[src/rtl/arm_dp_issue_pkg.sv]
// arm_dp_issue_pkg: shared ALU select codes, DP opcodes, cond codes, shift types, FSM states and helpers.
package arm_dp_issue_pkg;
  localparam logic [3:0] ALU_AND = 4'h0, ALU_EOR = 4'h1, ALU_SUB = 4'h2, ALU_RSB = 4'h3,
                         ALU_ADD = 4'h4, ALU_ORR = 4'hC, ALU_BIC = 4'hE;
  localparam logic [3:0] OP_AND = 4'h0, OP_EOR = 4'h1, OP_SUB = 4'h2, OP_RSB = 4'h3,
                         OP_ADD = 4'h4, OP_ADC = 4'h5, OP_SBC = 4'h6, OP_RSC = 4'h7,
                         OP_TST = 4'h8, OP_TEQ = 4'h9, OP_CMP = 4'hA, OP_CMN = 4'hB,
                         OP_ORR = 4'hC, OP_MOV = 4'hD, OP_BIC = 4'hE, OP_MVN = 4'hF;
  localparam logic [3:0] COND_AL = 4'hE, COND_NV = 4'hF;
  localparam logic [1:0] SH_LSL = 2'd0, SH_LSR = 2'd1, SH_ASR = 2'd2, SH_ROR = 2'd3;
  typedef enum logic [1:0] {IDLE, EXEC, WB} state_t;
  function automatic logic [31:0] ror32(input logic [31:0] x, input logic [4:0] s);
    return (x >> s) | (x << (6'd32 - {1'b0, s}));
  endfunction
  function automatic logic cond_pass(input logic [3:0] c, input logic [3:0] f);
    logic n, z, cy, v;
    {n, z, cy, v} = f;
    case (c)
      4'h0: return z;
      4'h1: return !z;
      4'h2: return cy;
      4'h3: return !cy;
      4'h4: return n;
      4'h5: return !n;
      4'h6: return v;
      4'h7: return !v;
      4'h8: return cy && !z;
      4'h9: return !cy || z;
      4'hA: return n == v;
      4'hB: return n != v;
      4'hC: return !z && (n == v);
      4'hD: return z || (n != v);
      COND_AL: return 1'b1;
      default: return 1'b0;
    endcase
  endfunction
endpackage

[src/rtl/arm_dp_issue_shifter.sv]
// arm_dp_issue_shifter: combinational operand-2 generator (rotated imm8 or imm-shifted Rm) with legality flag.
module arm_dp_issue_shifter
  import arm_dp_issue_pkg::*;
(
  input  logic        imm,
  input  logic [11:0] field,
  input  logic [31:0] rm,
  output logic [31:0] op2,
  output logic        legal
);
  logic [4:0] amt;
  logic [1:0] typ;
  logic [31:0] asr, sh;
  assign amt = field[11:7];
  assign typ = field[6:5];
  assign asr = $signed(rm) >>> amt;
  // A zero shift amount on LSR/ASR encodes a shift by 32
  assign sh = typ == SH_LSL ? rm << amt :
              typ == SH_LSR ? (amt == 5'd0 ? 32'h0 : rm >> amt) :
              typ == SH_ASR ? (amt == 5'd0 ? {32{rm[31]}} : asr) :
              ror32(rm, amt);
  assign op2 = imm ? ror32({24'h0, field[7:0]}, {field[11:8], 1'b0}) : sh;
  assign legal = imm || (!field[4] && !(typ == SH_ROR && amt == 5'd0));
endmodule

[src/rtl/arm_dp_issue.sv]
// arm_dp_issue: ARM data-processing operand-issue stage driving arm_alu and the regfile write port.
// Optional condition evaluation against nzcv enabled by ARM_DP_COND_EN.
module arm_dp_issue
  import arm_dp_issue_pkg::*;
(
  input  logic        clk,
  input  logic        reset,
  input  logic [31:0] instr,
  input  logic        instr_valid,
  output logic        instr_ready,
  output logic [3:0]  rn_addr,
  output logic [3:0]  rm_addr,
  input  logic [31:0] rn_data,
  input  logic [31:0] rm_data,
  input  logic [3:0]  nzcv,
  output logic [31:0] alu_op1,
  output logic [31:0] alu_op2,
  output logic [3:0]  alu_op_sel,
  input  logic [31:0] alu_out,
  output logic        rd_we,
  output logic [3:0]  rd_addr,
  output logic [31:0] rd_data,
  output logic        done,
  output logic        illegal
);
  state_t state, state_n;
  logic [3:0] opc, sel;
  logic [31:0] op2, op1;
  logic imm, sh_legal, uses_rn, writes, legal, cond_ok, cond_legal, legal_q, wr_q;
  assign rn_addr = instr[19:16];
  assign rm_addr = instr[3:0];
  assign opc = instr[24:21];
  assign imm = instr[25];
`ifdef ARM_DP_COND_EN
  logic unused;
  assign unused = instr[20];
  assign cond_ok = cond_pass(instr[31:28], nzcv);
  assign cond_legal = instr[31:28] != COND_NV;
`else
  logic unused;
  assign unused = ^{instr[31:28], instr[20], nzcv};
  assign cond_ok = 1'b1;
  assign cond_legal = 1'b1;
`endif
  arm_dp_issue_shifter u_shifter (
    .imm   (imm),
    .field (instr[11:0]),
    .rm    (rm_data),
    .op2   (op2),
    .legal (sh_legal)
  );
  always_comb begin
    uses_rn = opc != OP_MOV && opc != OP_MVN;
    writes = opc[3:2] != 2'b10;
    sel = opc == OP_MOV ? ALU_ORR :
          opc == OP_MVN ? ALU_BIC :
          opc == OP_TST ? ALU_AND :
          opc == OP_TEQ ? ALU_EOR :
          opc == OP_CMP ? ALU_SUB :
          opc == OP_CMN ? ALU_ADD : opc;
    op1 = opc == OP_MOV ? 32'h0 : opc == OP_MVN ? 32'hFFFF_FFFF : rn_data;
    legal = instr[27:26] == 2'b00 && !(opc == OP_ADC || opc == OP_SBC || opc == OP_RSC) &&
            sh_legal && !(uses_rn && rn_addr == 4'd15) && !(!imm && rm_addr == 4'd15) &&
            instr[15:12] != 4'd15 && cond_legal;
    state_n = state == IDLE ? (instr_valid ? EXEC : IDLE) : state == EXEC ? WB : IDLE;
  end
  assign instr_ready = state == IDLE;
  assign done = state == WB;
  assign rd_we = done && legal_q && wr_q;
  assign illegal = done && !legal_q;
  always_ff @(posedge clk or posedge reset) begin
    if (reset) begin
      state <= IDLE;
      alu_op1 <= 32'h0;
      alu_op2 <= 32'h0;
      alu_op_sel <= ALU_AND;
      rd_addr <= 4'h0;
      rd_data <= 32'h0;
      legal_q <= 1'b0;
      wr_q <= 1'b0;
    end else begin
      state <= state_n;
      if (state == IDLE && instr_valid) begin
        alu_op1 <= op1;
        alu_op2 <= op2;
        alu_op_sel <= sel;
        rd_addr <= instr[15:12];
        legal_q <= legal;
        wr_q <= writes && cond_ok;
      end
      if (state == EXEC) rd_data <= alu_out;
    end
  end
endmodule

[config.mk]
export PLATFORM = sky130hd
export DESIGN_NAME = arm_dp_issue
export DESIGN_NICKNAME = d
export VERILOG_FILES = /design/src/rtl/arm_dp_issue_pkg.sv /design/src/rtl/arm_dp_issue_shifter.sv /design/src/rtl/arm_dp_issue.sv
export SDC_FILE = /design/constraint.sdc
export NUM_CORES = 1
export LEC_CHECK = 0
export ABC_AREA = 1
export ABC_CLOCK_PERIOD_IN_PS = 4750
export BUFFER_PORTS_ARGS = -buffer_cell sky130_fd_sc_hd__buf_2
export CORE_ASPECT_RATIO = 1.2
export CORE_MARGIN = 4
export CORE_UTILIZATION = 36
export DETAILED_ROUTE_END_ITERATION = 8
export GPL_ROUTABILITY_DRIVEN = 0
export PLACE_DENSITY = 0.61
export SLEW_MARGIN = 20
export SYNTH_ARGS = -nofsm -noshare
export SYNTH_HDL_FRONTEND = slang
export SYNTH_SLANG_ARGS = --single-unit
[constraint.sdc]
create_clock -name clk -period 4.75 [get_ports clk]
set_input_delay 0.95 -clock clk [delete_from_list [all_inputs] [get_ports clk]]
set_output_delay 0.95 -clock clk [all_outputs]
set_load 0.02 [all_outputs]
==> metrics.md <==
| Metric | Value |
|---|---|
| Status | complete, no violations |
| CTS tree | built |
| Root Driver | clkbuf_16 |
| Nets | 2193 |
| Pwr Density | 331 nW/um^2 |
| Antenna Violating Nets Remaining | 0 |
| Initial DRT Pass Iterations | 6 |
| Cell depth of the worst flop-to-flop path | 5 |
| First-pass GRT wire length | 74.3 mm |
| Clk_skew | 0.00495 ns |
| PortBufs | 241 |
| Core Util, Final | 42.6% |
| EDFF count, synth | 0 |
| Area leader, netlist | dfrtp_1 |
| Cts repair resizes | 0 |
| Avg Inst Size Synth | 5.63 sq um |
| Initial antenna violation count | 1 |
| Yosys warns | 0 |
| I/O pins | 251 |
| Hold Path Cell Cnt | 2 |
| Slew margin rel. | 24.3% |
| Core region area | 29000 sq um |
| Clock Tree Buf Depth | 2 |
| Crit share post-route | 77.1% |
| RSZ-0062 raised after global routing | no |
| Main combinational cell family by area after synthesis | simple AND/OR/NAND/NOR gates |
| Peak VDD IR | 0.270 mV |
| Non-filler instance count after layout | 2445 |
| Minimum clock period | 3.66 ns |
| Routed vias | 14200 |
| Synth unique cells | 40 |
| Top cells by area in the synthesized netlist | dfrtp_1, nand2_1, nand3_1 |
| Sum Neg Setup Slack | 0 ns |
| Vias in the first global route | 13000 |
| Initial cell density of the core | 36.7% |
| Chip width | 165 microns |
| Hpwl dp | 37.8 mm |
| Post-synth ARST share | 100% |
| Number of clock sinks | 108 |
| Via-to-Cell Ratio | 5.80 |
| Die Y | 196 microns |
| Mux share of post-synthesis cell area | 0.376% |
| Layout cells sized above 1 | 15.3% |
| Most numerous cell in the Yosys netlist | nand2_1 |
| DR WL/cell | 20.3 microns |
| Synth Area in Simple Gates | 47.5% |
| CP startpoint kind | input port |
| Hold-fix buffers at CTS | 0 |
| Setup CP Type | input port to flop |
| Post-synthesis sequential element count | 108 |
| Worst Path Required | 5.03 ns |
| HP Class | flop to flop |
| Drt drc | 0 |
| Maximum number of pins on one net before global-route repair | 115 |
| Main synth FF type | dfrtp_1 |
| Setup WS pre-CTS | 0.957 ns |
| Max-Cap Viols | 0 |
| Adder-Cell Fraction of Synth Area | 0.470% |
| Setup slack after layout | 1.09 ns |
| Final WL | 49.6 mm |
| Post-synth top area share | 25.4% |
| CTS HTree Levels | 3 |
| Area Growth Syn to Fin | 16.1% |
| # setup viols final | 0 |
| Fmax | 273 MHz |
| Slew @ Worst Pin | 1.13 ns |
| DR iter-0 viols | 1806 |
| Commonest cells in the netlist | nand2_1, nand3_1, o21ai_0 |
| GRT Util Overall | 29.1% |
| Register area share after synthesis | 25.4% |
| Final hold vios | 0 |
| Xor and xnor area share after synthesis | 0.153% |
| DP Cell Count | 2428 |
| TritonCTS Buffers | 9 |
| Post-synthesis compound-gate area fraction | 17.5% |
| Total congestion overflow | 0 |
| FP Rows | 68 |
| Crit Path Max Fanout | 14 |
| Die area | 32400 sq um |
| Crit path DAT | 3.94 ns |
| Crit end category | flop |
| Setup Buffers After CTS | 0 |
| Reg clk slew, reported paths | 0.07 ns |
| Static leakage | 6.52 nW |
| Clk_lat worst skew | 0.34 ns |
| Fin. max-slew vios | 0 |
| Post-Syn Nets | 2030 |
| Post-Syn Area | 10700 sq um |
| Gate Count Post-Synth | 1891 |
==> per-layer routing <==
layer / GRT usage, % / share of wire, % / up-vias
met5: 0 / 0 / -
met4: 20.5 / 8.3 / 0
met3: 6.02 / 13 / 231
met2: 45.0 / 43 / 1052
met1: 36.0 / 36 / 6303
li1: - / - / 6589
==> kinds of logic (layout without fill, tap and decap cells) <==
family	Yosys count	after routing
simple gates	1205	1205
fa+ha+maj	4	4
flops	108	108
xor+xnor	1	1
mux	4	4
buf+inv	221	389
other cells	0	1
compound gates	348	348
==> final timing paths <==
path	startpoint	to	slack, ns
max reg2reg	state[1]	alu_op2[0]	2.69
min in group asynchronous	reset	rd_data[6]	0.70
min reg2reg	rd_data[6]	rd_data[6]	0.47
min	rd_data[6]	rd_data[6]	0.47
max	instr[9]	alu_op2[2]	1.09
max in group asynchronous	reset	alu_op1[26]	3.08
==> worst max-delay path, stage by stage <==
cell     delay [ns]
buf_2          0.08
inv_1          0.25
nor2_1         0.95
nand2_1        0.25
o21ai_0        0.63
inv_1          0.18
nand2_1        0.10
a21oi_1        0.05
nor2_1         0.11
nor2_1         0.05
nand2_1        0.11
nand3_1        0.10
nand2_1        0.10
==> cells in the final DEF, fill, tap and decap left out, types with 2 or more instances in the layout <==
master     instances
or2_2              5
dfrtp_1          108
nor2_1           115
inv_1             86
nor2_4             3
a21boi_0           2
ha_1               4
a21oi_1          108
o21ai_0          178
o211ai_1          19
clkinv_1           7
nand3_1          324
o221ai_1           2
mux2i_1            4
o22ai_1            3
o21ai_1            4
o2111ai_1          2
and2_1            15
nor2_2             7
o21a_1             2
nand2_2            2
a31oi_1           19
buf_2            241
nand4_1            7
a22oi_1            4
nand3b_1           3
inv_2              6
buf_4             32
nand2_1          715
nor3_1             6
clkbuf_16          9
==> metrics by stage <==
| step | hold slack [ns] | power [mW] | instance area, sq um |
|---|---|---|---|
| finish | 0.471 | 4.09 | 12400 |
| global route | 0.482 | 4.36 | 12400 |
| CTS | 0.472 | 4.07 | 12400 |
| detailed placement | 0.454 | 3.29 | 12100 |
| global placement | 0.450 | 3.28 | 12100 |
| floorplan | 0.504 | 2.55 | 10700 |
==> state kept, by name, summed over array words and instances (netlist names) <==
name / count
wr_q: 1
state: 2
rd_addr: 4
rd_data: 32
legal_q: 1
alu_op1: 32
alu_op2: 32
alu_op_sel: 4
==> cell type report <==
cell class | instances | area, sq um
Antenna cell | 1 | 2.50
Clock buffer | 10 | 239
Clock inverter | 6 | 71.3
Fill cell | 3241 | 16600
Inverter | 100 | 378
Multi-Input combinational cell | 1562 | 7050
Sequential cell | 108 | 2700
Tap cell | 385 | 482
Timing Repair Buffer | 273 | 1450
==> power by group <==
| part | total, mW | internal (mW) | leakage [nW] | switching, mW |
|---|---|---|---|---|
| clock | 0.772 | 0.429 | 0.151 | 0.342 |
| sequential | 1.30 | 1.17 | 1.32 | 0.126 |
| combinational | 2.02 | 0.582 | 5.05 | 1.44 |
No activity file was read; power rests on OpenSTA's default activity.
